## config.mk

```make
export PLATFORM = sky130hd
export DESIGN_NAME = alu_op_decoder_flat
export DESIGN_NICKNAME = d
export VERILOG_FILES = /design/src/rtl/alu_pkg.sv /design/src/rtl/alu_op_decoder_if.sv /design/src/rtl/alu_op_lut.sv /design/src/rtl/alu_op_decoder.sv /design/src/flat_wrapper.sv
export SDC_FILE = /design/constraint.sdc
export NUM_CORES = 1
export LEC_CHECK = 0
export CORE_ASPECT_RATIO = 0.6
export CORE_MARGIN = 8
export CORE_UTILIZATION = 42
export DETAILED_ROUTE_END_ITERATION = 8
export PLACE_DENSITY = 0.93
export SETUP_SLACK_MARGIN = 0.4
export SLEW_MARGIN = 20
export SYNTH_ARGS = -nofsm -noshare
export SYNTH_HDL_FRONTEND = slang
export SYNTH_HIERARCHICAL = 1
export SYNTH_SLANG_ARGS = --single-unit
```

## constraint.sdc

```tcl
create_clock -name clk -period 2.01 [get_ports clk]
set_input_delay 0.402 -clock clk [delete_from_list [all_inputs] [get_ports clk]]
set_output_delay 0.402 -clock clk [all_outputs]
set_load 0.02 [all_outputs]
```

## src/rtl/alu_pkg.sv

```systemverilog
// alu_pkg: ALU op codes, RV32I opcode/funct constants and decoded-field record shared by decoder and ALU.
package alu_pkg;

    typedef enum logic [5:0] {
        OP_ADDI    = 6'd0,
        OP_SLTI    = 6'd1,
        OP_SLTIU   = 6'd2,
        OP_XORI    = 6'd3,
        OP_ORI     = 6'd4,
        OP_ANDI    = 6'd5,
        OP_SLLI    = 6'd6,
        OP_SRLI    = 6'd7,
        OP_SRAI    = 6'd8,
        OP_ADD     = 6'd9,
        OP_SUB     = 6'd10,
        OP_SLL     = 6'd11,
        OP_SLT     = 6'd12,
        OP_SLTU    = 6'd13,
        OP_XOR     = 6'd14,
        OP_SRL     = 6'd15,
        OP_SRA     = 6'd16,
        OP_OR      = 6'd17,
        OP_AND     = 6'd18,
        ILLEGAL_OP = 6'd63
    } alu_op_e;

    localparam logic [6:0] OPC_OP_IMM = 7'b0010011;
    localparam logic [6:0] OPC_OP     = 7'b0110011;

    localparam logic [2:0] F3_ADD  = 3'b000;
    localparam logic [2:0] F3_SLL  = 3'b001;
    localparam logic [2:0] F3_SLT  = 3'b010;
    localparam logic [2:0] F3_SLTU = 3'b011;
    localparam logic [2:0] F3_XOR  = 3'b100;
    localparam logic [2:0] F3_SR   = 3'b101;
    localparam logic [2:0] F3_OR   = 3'b110;
    localparam logic [2:0] F3_AND  = 3'b111;

    localparam logic [6:0] F7_BASE = 7'b0000000;
    localparam logic [6:0] F7_ALT  = 7'b0100000;

    typedef struct packed {
        alu_op_e     alu_op;
        logic [4:0]  rs1;
        logic [4:0]  rs2;
        logic [4:0]  rd;
        logic [31:0] imm;
        logic        use_imm;
        logic        illegal;
    } dec_t;

    function automatic logic is_shift_imm(alu_op_e op);
        return op == OP_SLLI || op == OP_SRLI || op == OP_SRAI;
    endfunction

    // Shift immediates carry a 5-bit shamt, so they are zero-extended rather than sign-extended.
    function automatic logic [31:0] imm_of(logic [31:0] instr, alu_op_e op);
        return is_shift_imm(op) ? {27'd0, instr[24:20]} : {{20{instr[31]}}, instr[31:20]};
    endfunction

endpackage

```

## src/rtl/alu_op_decoder_if.sv

```systemverilog
// alu_op_decoder_if: instruction-in / decoded-fields-out handshake bundle.
interface alu_op_decoder_if;
    logic        in_valid;
    logic        in_ready;
    logic [31:0] instr;
    logic        flush;
    logic        out_valid;
    logic        out_ready;
    logic [5:0]  alu_op;
    logic [4:0]  rs1;
    logic [4:0]  rs2;
    logic [4:0]  rd;
    logic [31:0] imm;
    logic        use_imm;
    logic        illegal;

    modport master (
        output in_valid, instr, flush, out_ready,
        input  in_ready, out_valid, alu_op, rs1, rs2, rd, imm, use_imm, illegal
    );

    modport slave (
        input  in_valid, instr, flush, out_ready,
        output in_ready, out_valid, alu_op, rs1, rs2, rd, imm, use_imm, illegal
    );
endinterface

```

## src/rtl/alu_op_lut.sv

```systemverilog
// alu_op_lut: combinational RV32I OP/OP-IMM to ALU op-code lookup with legality check.
module alu_op_lut
    import alu_pkg::*;
(
    input  logic [31:0] instr_i,
    output alu_op_e     alu_op_o,
    output logic        use_imm_o,
    output logic        illegal_o
);
    logic [6:0] opc;
    logic [6:0] f7;
    logic [2:0] f3;
    alu_op_e    imm_op;
    alu_op_e    reg_op;
    logic       imm_ok;
    logic       reg_ok;
    logic       unused_bits;

    assign opc         = instr_i[6:0];
    assign f3          = instr_i[14:12];
    assign f7          = instr_i[31:25];
    assign unused_bits = ^{instr_i[24:15], instr_i[11:7]};

    always_comb begin
        imm_op    = f3 == F3_ADD  ? OP_ADDI  :
                    f3 == F3_SLT  ? OP_SLTI  :
                    f3 == F3_SLTU ? OP_SLTIU :
                    f3 == F3_XOR  ? OP_XORI  :
                    f3 == F3_OR   ? OP_ORI   :
                    f3 == F3_AND  ? OP_ANDI  :
                    f3 == F3_SLL  ? OP_SLLI  :
                    f7[5]         ? OP_SRAI  : OP_SRLI;
        imm_ok    = f3 == F3_SLL ? f7 == F7_BASE :
                    f3 == F3_SR  ? (f7 == F7_BASE || f7 == F7_ALT) : 1'b1;
        reg_op    = f3 == F3_ADD  ? (f7[5] ? OP_SUB : OP_ADD) :
                    f3 == F3_SLL  ? OP_SLL  :
                    f3 == F3_SLT  ? OP_SLT  :
                    f3 == F3_SLTU ? OP_SLTU :
                    f3 == F3_XOR  ? OP_XOR  :
                    f3 == F3_SR   ? (f7[5] ? OP_SRA : OP_SRL) :
                    f3 == F3_OR   ? OP_OR   : OP_AND;
        // The alternate funct7 only selects SUB and SRA; any other pairing is reserved.
        reg_ok    = f7 == F7_BASE || (f7 == F7_ALT && (f3 == F3_ADD || f3 == F3_SR));
        illegal_o = !((opc == OPC_OP_IMM && imm_ok) || (opc == OPC_OP && reg_ok));
        use_imm_o = !illegal_o && opc == OPC_OP_IMM;
        alu_op_o  = illegal_o ? ILLEGAL_OP : opc == OPC_OP_IMM ? imm_op : reg_op;
    end
endmodule

```

## src/rtl/alu_op_decoder.sv

```systemverilog
// alu_op_decoder: single-entry registered RV32I ALU decoder with valid/ready handshake,
// flush and a wrapping count of legal instructions delivered downstream.
module alu_op_decoder
    import alu_pkg::*;
#(
    parameter int CNT_W = 16
) (
    input  logic             clk,
    input  logic             rst_n,
    alu_op_decoder_if.slave  bus,
    output logic [CNT_W-1:0] dec_count
);
    alu_op_e          lut_op;
    logic             lut_use_imm;
    logic             lut_illegal;
    dec_t             new_dec;
    dec_t             dec_d;
    dec_t             dec_q;
    logic             valid_d;
    logic             valid_q;
    logic [CNT_W-1:0] cnt_d;
    logic [CNT_W-1:0] cnt_q;
    logic             accept;
    logic             deliver;

    alu_op_lut u_lut (
        .instr_i   (bus.instr),
        .alu_op_o  (lut_op),
        .use_imm_o (lut_use_imm),
        .illegal_o (lut_illegal)
    );

    assign bus.in_ready = !valid_q || bus.out_ready;

    always_comb begin
        new_dec         = '0;
        new_dec.alu_op  = lut_op;
        new_dec.rs1     = bus.instr[19:15];
        new_dec.rs2     = bus.instr[24:20];
        new_dec.rd      = bus.instr[11:7];
        new_dec.imm     = imm_of(bus.instr, lut_op);
        new_dec.use_imm = lut_use_imm;
        new_dec.illegal = lut_illegal;
        // Flush outranks both sides of the handshake: nothing enters, nothing is counted.
        accept          = bus.in_valid && bus.in_ready && !bus.flush;
        deliver         = valid_q && bus.out_ready && !bus.flush;
        valid_d         = !bus.flush && (accept || (valid_q && !bus.out_ready));
        dec_d           = accept ? new_dec : dec_q;
        cnt_d           = (deliver && !dec_q.illegal) ? cnt_q + CNT_W'(1) : cnt_q;
    end

    always_ff @(posedge clk or negedge rst_n) begin
        if (!rst_n) begin
            valid_q <= 1'b0;
            dec_q   <= '0;
            cnt_q   <= '0;
        end else begin
            valid_q <= valid_d;
            dec_q   <= dec_d;
            cnt_q   <= cnt_d;
        end
    end

    assign bus.out_valid = valid_q;
    assign bus.alu_op    = dec_q.alu_op;
    assign bus.rs1       = dec_q.rs1;
    assign bus.rs2       = dec_q.rs2;
    assign bus.rd        = dec_q.rd;
    assign bus.imm       = dec_q.imm;
    assign bus.use_imm   = dec_q.use_imm;
    assign bus.illegal   = dec_q.illegal;
    assign dec_count     = cnt_q;
endmodule

```

## src/flat_wrapper.sv

```systemverilog
// flat-port wrapper written by rule: the top's interface ports become plain ports
module alu_op_decoder_flat import alu_pkg::*;
#(
    parameter int CNT_W = 16
)
  (clk, rst_n, dec_count, bus_in_valid, bus_instr, bus_flush, bus_out_ready, bus_in_ready, bus_out_valid, bus_alu_op, bus_rs1, bus_rs2, bus_rd, bus_imm, bus_use_imm, bus_illegal);
  alu_op_decoder_if bus_i ();
  input  logic clk;
  input  logic rst_n;
  output logic [CNT_W-1:0] dec_count;
  input wire logic [$bits(bus_i.in_valid)-1:0] bus_in_valid;
  input wire logic [$bits(bus_i.instr)-1:0] bus_instr;
  input wire logic [$bits(bus_i.flush)-1:0] bus_flush;
  input wire logic [$bits(bus_i.out_ready)-1:0] bus_out_ready;
  output wire logic [$bits(bus_i.in_ready)-1:0] bus_in_ready;
  output wire logic [$bits(bus_i.out_valid)-1:0] bus_out_valid;
  output wire logic [$bits(bus_i.alu_op)-1:0] bus_alu_op;
  output wire logic [$bits(bus_i.rs1)-1:0] bus_rs1;
  output wire logic [$bits(bus_i.rs2)-1:0] bus_rs2;
  output wire logic [$bits(bus_i.rd)-1:0] bus_rd;
  output wire logic [$bits(bus_i.imm)-1:0] bus_imm;
  output wire logic [$bits(bus_i.use_imm)-1:0] bus_use_imm;
  output wire logic [$bits(bus_i.illegal)-1:0] bus_illegal;
  assign bus_i.in_valid = bus_in_valid;
  assign bus_i.instr = bus_instr;
  assign bus_i.flush = bus_flush;
  assign bus_i.out_ready = bus_out_ready;
  assign bus_in_ready = bus_i.in_ready;
  assign bus_out_valid = bus_i.out_valid;
  assign bus_alu_op = bus_i.alu_op;
  assign bus_rs1 = bus_i.rs1;
  assign bus_rs2 = bus_i.rs2;
  assign bus_rd = bus_i.rd;
  assign bus_imm = bus_i.imm;
  assign bus_use_imm = bus_i.use_imm;
  assign bus_illegal = bus_i.illegal;
  alu_op_decoder #(.CNT_W(CNT_W)) u_core (.clk(clk), .rst_n(rst_n), .bus(bus_i), .dec_count(dec_count));
endmodule
```

==> metrics.md <==
| Metric | Value |
|---|---|
| Final setup fails | 7 |
| Commonest non-fill, non-tap cell in the layout | nand2_1 |
| Cell Rows | 21 |
| Crit path DAT | 2.45 ns |
| Num ports | 110 |
| Violated checks | negative setup slack |
| Setup ws final | -0.2130 ns |
| Slew headroom | 76.43% |
| Pwr/cell area | 697.5 nW/um^2 |
| Most Frequent Cell on Critical Path | buf_6 |
| Register area share after synthesis | approximately half |
| DR vias | 2,343 |
| Synthesized-area fraction occupied by adder cells | less than 1% |
| Flops & latches, synth | 47 |
| Pin count of the biggest net entering global routing | 22 |
| Tot GR Track Use | between 10% and 20% |
| Top FF cell, synth | dfrtp_1 |
| Die area | between 8000 and 9000 um^2 |
| Die Height | ~75 um |
| Fmax | 0.4498 GHz |
| Mapped Area | around 2400 um^2 |
| Gpl congestion | between 0.8 and 0.9 |
| Mapped Avg Cell Area | between 9 and 10 um^2 |
| CP peak stage delay | about 0.40 ns |
| Clock root cell | clkbuf_8 |
| Yosys top cell by area | dfrtp_1 |
| Async SR Flop Fraction | between 90% and 100% |
| CP max FO | 7 |
| Initial core utilization | 43.57% |
| Setup slack, reg-to-reg | 0.57 ns |
| Post-synth EDFFs | 0 |
| P&R area growth vs syn | 60.03% |
| Startpoint types | input port |
| Port bufs | 109 |
| Max H-tree Level | 2 |
| Reg2Reg Launch Point | u_core/bus.illegal |
| Initial antenna violation count | 0 |
| Main area contributors after synthesis | dfrtp_1 (48%), nand2_1 (14%), buf_4 (8.6%), xnor2_1 (5.0%), nand3_1 (2.9%) |
| Commonest non-fill, non-tap cells in the layout | nand2_1 (84), dlygate4sd2_1 (52), dfrtp_1 (46) |
| Largest family of logic cells by synthesized area | simple AND/OR/NAND/NOR gates |
| Mux contribution to synthesized area | less than 1% |
| Peak VDD IR | slightly above 400 uV |
| TritonCTS Buffers | 5 |
| WL/cell | approximately 17 um |
| Post-synth top area share | between 40% and 50% |
| DRT iter0 DRCs | 70 |
| Crit share post-route | 110.6% |
| Via-per-instance ratio | 4.943 |
| Post-Layout Inst Area | 3902 um^2 |
| Fin util | 69.73% |
| Syn nets | about 310 |
| ANT nets after route | 0 |
| Post-synthesis simple-gate area fraction | between 20 and 30% |
| Core region area | 5597 um^2 |
| Hold path start | bus_flush |
| WL final | approximately 8000 um |
| Ys Warns | 6 |
| Drc violations | 0 |
| Post-synthesis cell type count | approximately 50 |
| Fin nets | about 430 |
| Status | complete, but fails checks |
| Critical path class | input port to flop |
| Critical path launch point | bus_instr[28] |
| Worst Tran Pin Value | about 0.35 ns |
| XOR/XNOR Fraction of Synth Area | 5.747% |
| Setup crit end kind | flop |
| Post-synthesis compound-gate area fraction | 4.977% |
| Clk buf depth | 2 |
| CTS sink count | 47 |
| Clock transition at the registers of the reported paths | roughly 0.08 ns |
| Crit path max-delay cell type | or3b_4 |
| RSZ-0062 raised after global routing | true |
| Fraction of layout cells with a size suffix above 1 | between 30% and 40% |
| Post-DP HPWL | just under 6000 um |
| Hold Vio Cnt, Final | 0 |
| Post-place instance area | 3682 um^2 |
| First-pass GRT wire length | between 10,000 and 15,000 um |
| Tmin final | roughly 2.2 ns |
| Leak pwr | a little under 0.002 uW |
| Fin. max-slew vios | 0 |
| GRT overflow | 0 |
| Die X | roughly 110 um |
| WP data required | 2.24 ns |
| Initial DRT Pass Iterations | 4 |
| Clk_skew | slightly below 0.009 ns |
| Clk Latency, worst-skew pair | roughly 0.3 ns |
| Number of max-cap violations | 0 |
| Critical-path cell list | buf_6, nor4_4, and4_4, a2bb2oi_4, buf_6, or3b_4, and3b_2, o21ai_4, nand3_2, nand2_1 |
| Hold Crit Class | input port to flop |
| Number of diodes | 0 |
| Post-Syn Instances | 270 |
| Vias in the first global route | ~2,500 |
| CTS tree | yes |
==> per-stage QoR <==
| step | hold slack [ns] | power [uW] | cells | TNS (ns) | setup WS (ns) |
|---|---|---|---|---|---|
| 2_1_floorplan | 0.1064 | 1676 | 270 | -0.7990 | -0.1143 |
| 3_3_place_gp | 0.2990 | 2148 | 457 | -6.286 | -0.6786 |
| 3_5_place_dp | 0.3036 | 2179 | 457 | -7.582 | -0.7921 |
| 4_1_cts | 0.4687 | 2730 | 469 | -0.6982 | -0.1183 |
| 5_1_grt | 0.4279 | 2873 | 474 | -1.575 | -0.2479 |
| 6_report | 0.4252 | 2722 | 474 | -1.338 | -0.2130 |
==> timing repair <==
item | in CTS | in global routing
pin swaps | 13 | 17
hold buffers | 1 | 0
endpoints found under the setup margin | 88 | 40
resized for setup | 152 | 73
hold endpoints to repair | 12 | 0
setup buffers | 3 | 5
==> final cells by class <==
cell class	count	area [um^2]
Clock buffer	5	68.82
Clock inverter	3	43.79
Fill cell	449	1694
Inverter	4	15.01
Multi-Input combinational cell	182	1214
Sequential cell	47	1177
Tap cell	80	100.1
Timing Repair Buffer	153	1284
==> cells in the mapped netlist (2+ instances only) <==
master    instances
nand2_1          89
dfrtp_1          47
buf_4            28
nand3_1          14
xnor2_1          14
nor2_1            9
nand4_1           7
clkbuf_1          6
inv_1             4
nor3_1            4
o21ai_0           4
a31oi_1           2
and4_1            2
buf_2             2
nor4_1            2
o21ai_1           2
xor2_1            2
==> flip-flops by register name, summed over array words and instances, names as in the netlist <==
name                  flops
u_core/dec_count         16
u_core/bus.rs2            4
u_core/bus.alu_op         6
u_core/bus.illegal        1
u_core/bus.imm            8
u_core/bus.out_valid      1
u_core/bus.rd             5
u_core/bus.rs1            5
u_core/bus.use_imm        1
==> power by group <==
group          switching (uW)  total, uW  internal, uW
sequential               89.8       1150          1060
combinational             531        890           359
clock                     313        683           370
==> critical path: cells and delay by family <==
family | cells | cell delay, ns
buffers and inverters | 2 | 0.23
AO/OA/AOI/OAI | 2 | 0.35
AND/OR/NAND/NOR | 6 | 1.47
==> cells by family after synthesis <==
group	Yosys count
buffers and inverters	41
adder cells (fa/ha/maj)	1
AND/OR/NAND/NOR	146
AO/OA/AOI/OAI	17
flip-flops	47
multiplexers	2
XOR/XNOR	16
==> routing by layer <==
layer / vias to the layer above / global-route usage (%) / part of all wire, %
li1: 1111 / - / -
met1: 1128 / 21.48 / 42
met2: 88 / 30.18 / 48
met3: 16 / 5.364 / 7.7
met4: 0 / 6.589 / 2.6
met5: - / 0 / 0
==> final timing paths <==
check,to,cells after the start
max,u_core/bus.imm[7],10
min,u_core/bus.out_valid,3
max reg2reg,u_core/dec_count[12],4
min reg2reg,u_core/bus.alu_op[5],2
max in group asynchronous,u_core/dec_count[3],3
min in group asynchronous,u_core/dec_count[14],2
Note: power is estimated with default switching activity, not from simulation.
